<file path="src/rtl/park_lot_ctrl.sv">
// Multi-slot parking-lot controller: per-slot FREE/RESERVED/OCCUPIED tracking,
// debounced reserve requests with a bounded hold time, active-low RGB LEDs.
//
// state      | meaning
// S_FREE     | space open, may be booked or walked into
// S_RESERVED | booked, hold timer counting down to expiry
// S_OCCUPIED | car present on the sensor
module park_lot_ctrl #(
  parameter int NUM_SLOTS   = 4,
  parameter int HOLD_CYCLES = 270_000_000,
  parameter bit AUTO_ASSIGN = 1'b0,
  parameter int SEL_W       = (NUM_SLOTS > 1) ? $clog2(NUM_SLOTS) : 1,
  parameter int CNT_W       = $clog2(NUM_SLOTS + 1)
) (
  input  logic                 clk,
  input  logic                 reset_button,
  input  logic                 reserve_button,
  input  logic [SEL_W-1:0]     slot_sel,
  input  logic [NUM_SLOTS-1:0] car_present,
  output logic                 reserve_ack,
  output logic                 reserve_nack,
  output logic [SEL_W-1:0]     granted_slot,
  output logic [NUM_SLOTS-1:0] expired,
  output logic [NUM_SLOTS-1:0] red_led,
  output logic [NUM_SLOTS-1:0] green_led,
  output logic [NUM_SLOTS-1:0] blue_led,
  output logic [CNT_W-1:0]     free_count,
  output logic                 lot_full
);

  localparam int TMR_W = (HOLD_CYCLES > 1) ? $clog2(HOLD_CYCLES) : 1;
  localparam logic [TMR_W-1:0] TMR_LOAD = TMR_W'(HOLD_CYCLES - 1);

  typedef enum logic [1:0] {S_FREE, S_RESERVED, S_OCCUPIED} slot_state_t;

  slot_state_t          state_q [NUM_SLOTS];
  slot_state_t          state_d [NUM_SLOTS];
  logic [TMR_W-1:0]     timer_q [NUM_SLOTS];
  logic [TMR_W-1:0]     timer_d [NUM_SLOTS];
  logic [NUM_SLOTS-1:0] expired_d;
  logic [NUM_SLOTS-1:0] eligible;

  logic             btn_meta, btn_sync, btn_prev, req_q;
  logic             grant_hit, grant;
  logic [SEL_W-1:0] grant_idx;

  // Registered edge pulse keeps the request three edges behind the first sample.
  always_ff @(posedge clk or posedge reset_button) begin
    if (reset_button) begin
      btn_meta <= 1'b0;
      btn_sync <= 1'b0;
      btn_prev <= 1'b0;
      req_q    <= 1'b0;
    end else begin
      btn_meta <= reserve_button;
      btn_sync <= btn_meta;
      btn_prev <= btn_sync;
      req_q    <= btn_sync & ~btn_prev;
    end
  end

  always_comb begin
    eligible  = '0;
    grant_hit = 1'b0;
    grant_idx = '0;
    for (int i = 0; i < NUM_SLOTS; i++)
      eligible[i] = (state_q[i] == S_FREE) && !car_present[i];
    if (AUTO_ASSIGN) begin
      // Descending scan so the lowest eligible index wins.
      for (int i = NUM_SLOTS - 1; i >= 0; i--) begin
        if (eligible[i]) begin
          grant_hit = 1'b1;
          grant_idx = SEL_W'(i);
        end
      end
    end else begin
      for (int i = 0; i < NUM_SLOTS; i++) begin
        if (slot_sel == SEL_W'(i) && eligible[i]) begin
          grant_hit = 1'b1;
          grant_idx = slot_sel;
        end
      end
    end
    grant = req_q & grant_hit;
  end

  always_comb begin
    expired_d = '0;
    for (int i = 0; i < NUM_SLOTS; i++) begin
      state_d[i] = state_q[i];
      timer_d[i] = timer_q[i];
      unique case (state_q[i])
        S_FREE: begin
          if (car_present[i]) begin
            state_d[i] = S_OCCUPIED;
          end else if (grant && grant_idx == SEL_W'(i)) begin
            state_d[i] = S_RESERVED;
            timer_d[i] = TMR_LOAD;
          end
        end
        S_RESERVED: begin
          if (car_present[i]) begin
            state_d[i] = S_OCCUPIED;
          end else if (timer_q[i] == '0) begin
            state_d[i]   = S_FREE;
            expired_d[i] = 1'b1;
          end else begin
            timer_d[i] = timer_q[i] - TMR_W'(1);
          end
        end
        S_OCCUPIED: begin
          if (!car_present[i]) state_d[i] = S_FREE;
        end
        default: state_d[i] = S_FREE;
      endcase
    end
  end

  always_ff @(posedge clk or posedge reset_button) begin
    if (reset_button) begin
      for (int i = 0; i < NUM_SLOTS; i++) begin
        state_q[i] <= S_FREE;
        timer_q[i] <= '0;
      end
      reserve_ack  <= 1'b0;
      reserve_nack <= 1'b0;
      expired      <= '0;
      granted_slot <= '0;
    end else begin
      for (int i = 0; i < NUM_SLOTS; i++) begin
        state_q[i] <= state_d[i];
        timer_q[i] <= timer_d[i];
      end
      reserve_ack  <= grant;
      reserve_nack <= req_q & ~grant_hit;
      expired      <= expired_d;
      if (grant) granted_slot <= grant_idx;
    end
  end

  always_comb begin
    red_led    = '1;
    green_led  = '1;
    blue_led   = '1;
    free_count = '0;
    for (int i = 0; i < NUM_SLOTS; i++) begin
      red_led[i]   = (state_q[i] != S_OCCUPIED);
      green_led[i] = (state_q[i] != S_FREE);
      blue_led[i]  = (state_q[i] != S_RESERVED);
      if (state_q[i] == S_FREE) free_count = free_count + CNT_W'(1);
    end
    lot_full = (free_count == '0);
  end

endmodule

</file>
<file path="config.mk">
export PLATFORM = sky130hd
export DESIGN_NAME = park_lot_ctrl
export DESIGN_NICKNAME = d
export VERILOG_FILES = /design/src/rtl/park_lot_ctrl.sv
export SDC_FILE = /design/constraint.sdc
export NUM_CORES = 1
export LEC_CHECK = 0
export CORE_ASPECT_RATIO = 1.2
export CORE_MARGIN = 4
export CORE_UTILIZATION = 68
export CTS_BUF_LIST = sky130_fd_sc_hd__clkbuf_4
export DETAILED_ROUTE_END_ITERATION = 12
export GPL_ROUTABILITY_DRIVEN = 0
export PLACE_DENSITY = 0.84
export SKIP_CTS_REPAIR_TIMING = 1
export SLEW_MARGIN = 20
export SYNTH_ARGS = -nofsm -noshare
export SYNTH_HDL_FRONTEND = slang
export SYNTH_SLANG_ARGS = --single-unit
</file>
<file path="constraint.sdc">
create_clock -name clk -period 10.1 [get_ports clk]
set_input_delay 2.02 -clock clk [delete_from_list [all_inputs] [get_ports clk]]
set_output_delay 2.02 -clock clk [all_outputs]
set_load 0.05 [all_outputs]
</file>
==> impl_results.md <==
* Outcome: completed
* Die area at 13,100 µm²
* Crit path DAT at 3.57 ns
* Post-DR wirelength/cell at 18.2 µm
* Tcrit/Tclk final at 0.553
* Worst VDD drop at 0.120 mV
* Most common cell on crit path: ha_1
* Vias in the first global route at 6,883
* Cell with the most instances after synthesis: dfrtp_1
* Worst slew pin tran at 1.09 ns
* Pwr per Cell Area at 163 nW/µm²
* Top_reg_cell synth: dfrtp_1
* Crit path max-delay family: buffers and inverters
* Cell taking the most area after synthesis: dfrtp_1
* Drt pass-1 iters at 6
* Global-route wire length before repair at 32,100 µm
* IO Pins at 33
* Maximum clock rate at 179 MHz
* WS Path Type: reg2out
* Overall power at 0.00137 W
* Final setup violating endpoints at 0
* Clock Path Buffers at 2
* DP Area at 8110 µm²
* Slew Viols, Final at 0
* Syn. warnings at 0
* Netlist Area Pre-Place at 7690 µm²
* WP data required at 8.08 ns
* IO Port Bufs at 32
* GR Util met2 at 0.493
* DIE WIDTH at 105 µm
* Crit. End Element: output pin
* Final Cell Area at 8400 µm²
* Tmin final at 5.59 ns
* Skew final at 0.0160 ns
* CP Max Fanout at 8
* Nets at 879
* Total nets after synthesis at 855
* Global route total overflow at 0
* Largest net degree at the start of global routing at 74
* Via Count at 6,993
* CTS buffer count at 17
* Synth top cells by count: 136 x dfrtp_1, 63 x nor2_1, 59 x nand3_1
* Core Area at 11,000 µm²
* DRC viols at 0
* Initial antenna violation count at 0
* Synthesized area per cell at 9.21 µm²
* Leak pwr at 3.36 nW
* Worst-path cell chain: nor2_1 > ha_1 > xnor2_1 > ha_1 > mux2_2 > nor3_1 > clkdlybuf4s50_1
* CTS clock-pin slew for the worst setup and hold paths at 0.10 ns
* CTS tree: built
* Top post-synthesis cells by area: dfrtp_1 44%, or4_1 4.6%, nand3_1 3.8%
* Fraction of layout cells with a size suffix above 1 at 0.0791
* Htree depth at 4
* Via density per instance at 6.97
* Initial Utilization at 0.697
* Slew HR at 0.271
* Post-synth EDFFs at 0
* Site Rows at 42
* Cell count after synthesis at 835
* Worst path bufs/invs at 1
* DRT antenna net count at 0
* DR iter-0 viols at 551
* Area Overhead vs Synth at 9.16%
* Synth async-reset ratio at 1.00
* Area fraction of the dominant cell type after synthesis at 0.442
* GRT met3 Usage at 0.0539
* Total GRT Usage at 0.295
* Sequential share of the synthesized area at 0.442
* Final Hold Fails at 0
* Clock Root Buffer: clkbuf_4
* Library cells used by synthesis at 68
* Hold WC Path Type: reg2reg
* Max-Cap Viols at 0
* Filler cells at 787
* Synth Register Bits at 136
* Ant. Diodes at 0
* Drt total wl at 18,300 µm
* GRT busiest layer: met2
* CP startpoint kind: flop
* RSZ-0062 raised after global routing: no
* Setup TNS at 0 ns
* Slack of the worst reg-to-reg path at 7.20 ns
* Met1 usage at 0.373
* HPWL Detailed at 12,700 µm
* Crit path max-delay cell type: clkdlybuf4s50_1
* Clk_lat worst skew at 0.57 ns
* CP max stage delay at 0.83 ns
* Die Ht at 125 µm
* CTS sink count at 136
[cell type report]
class / instances / area [µm²] / share of cell area
multi-input combinational: 640 / 4070 / 0.485
sequential: 136 / 3400 / 0.405
timing repair buffer: 37 / 358 / 0.0426
tap: 132 / 165 / 0.0197
clock buffer: 21 / 158 / 0.0188
clock inverter: 11 / 130 / 0.0155
inverter: 27 / 109 / 0.0130
[final timing paths]
path / from / endpoint / depth (start not counted)
max: state_q[7] / lot_full / 7
min: btn_meta / btn_sync / 0
max reg2reg: timer_q[18] / timer_q[2] / 5
min reg2reg: btn_meta / btn_sync / 0
max in group asynchronous: reset_button / timer_q[42] / 3
min in group asynchronous: reset_button / reserve_ack / 2
[metrics by stage]
step / hold slack (ns) / instances / util / setup WS, ns
floorplan: 0.331 / 835 / - / 4.44
global placement: 0.332 / 972 / 0.734 / 5.25
detailed placement: 0.336 / 972 / 0.735 / 5.10
CTS: 0.359 / 1004 / 0.761 / 4.47
global route: 0.376 / 1004 / 0.761 / 4.26
finish: 0.356 / 1004 / 0.761 / 4.51
[placed cells by master (no fill, tap or decap), types with 7 or more instances in the layout]
master / n
clkbuf_4: 21
nand2b_1: 14
o21a_1: 8
o21ai_0: 39
nand3_1: 59
clkdlybuf4s50_1: 32
a211oi_1: 8
inv_1: 25
and2_1: 7
nor3_1: 33
nor4_1: 32
mux2i_1: 11
and4_1: 13
ha_1: 11
o31ai_1: 33
nand2_1: 39
dfrtp_1: 136
nor2_1: 62
and3_1: 17
or4_1: 47
nand4_1: 13
a21oi_1: 43
or2_2: 12
or3_1: 44
[registers in the layout (all words and copies together) (netlist names)]
| name | cells |
|---|---|
| btn_meta | 1 |
| req_q | 1 |
| reserve_ack | 1 |
| timer_q | 116 |
| state_q | 8 |
| btn_sync | 1 |
| btn_prev | 1 |
| reserve_nack | 1 |
| expired | 4 |
| granted_slot | 2 |
[where the power goes]
group	switching, W	internal (W)
clock network	0.000198	0.000179
logic	0.000164	0.000111
registers	0.0000948	0.000625
[routing by layer]
| metal | vias up | share of wire | routed length [µm] |
|---|---|---|---|
| met2 | 263 | 0.50 | 9160 |
| met4 | 0 | 0.023 | 426 |
| li1 | 3268 | - | - |
| met3 | 41 | 0.058 | 1060 |
| met5 | - | 0 | 0 |
| met1 | 3421 | 0.42 | 7640 |
[cells by family (layout without fill, tap and decap cells)]
logic type / Yosys count / in the layout / share of synthesized area
simple gates: 429 / 429 / 0.329
buf+inv: 59 / 96 / 0.0298
xor+xnor: 10 / 10 / 0.0114
fa+ha+maj: 11 / 11 / 0.0179
compound gates: 178 / 178 / 0.153
mux: 12 / 12 / 0.0158
flops: 136 / 136 / 0.442
Note: power is estimated with default switching activity, not from simulation.
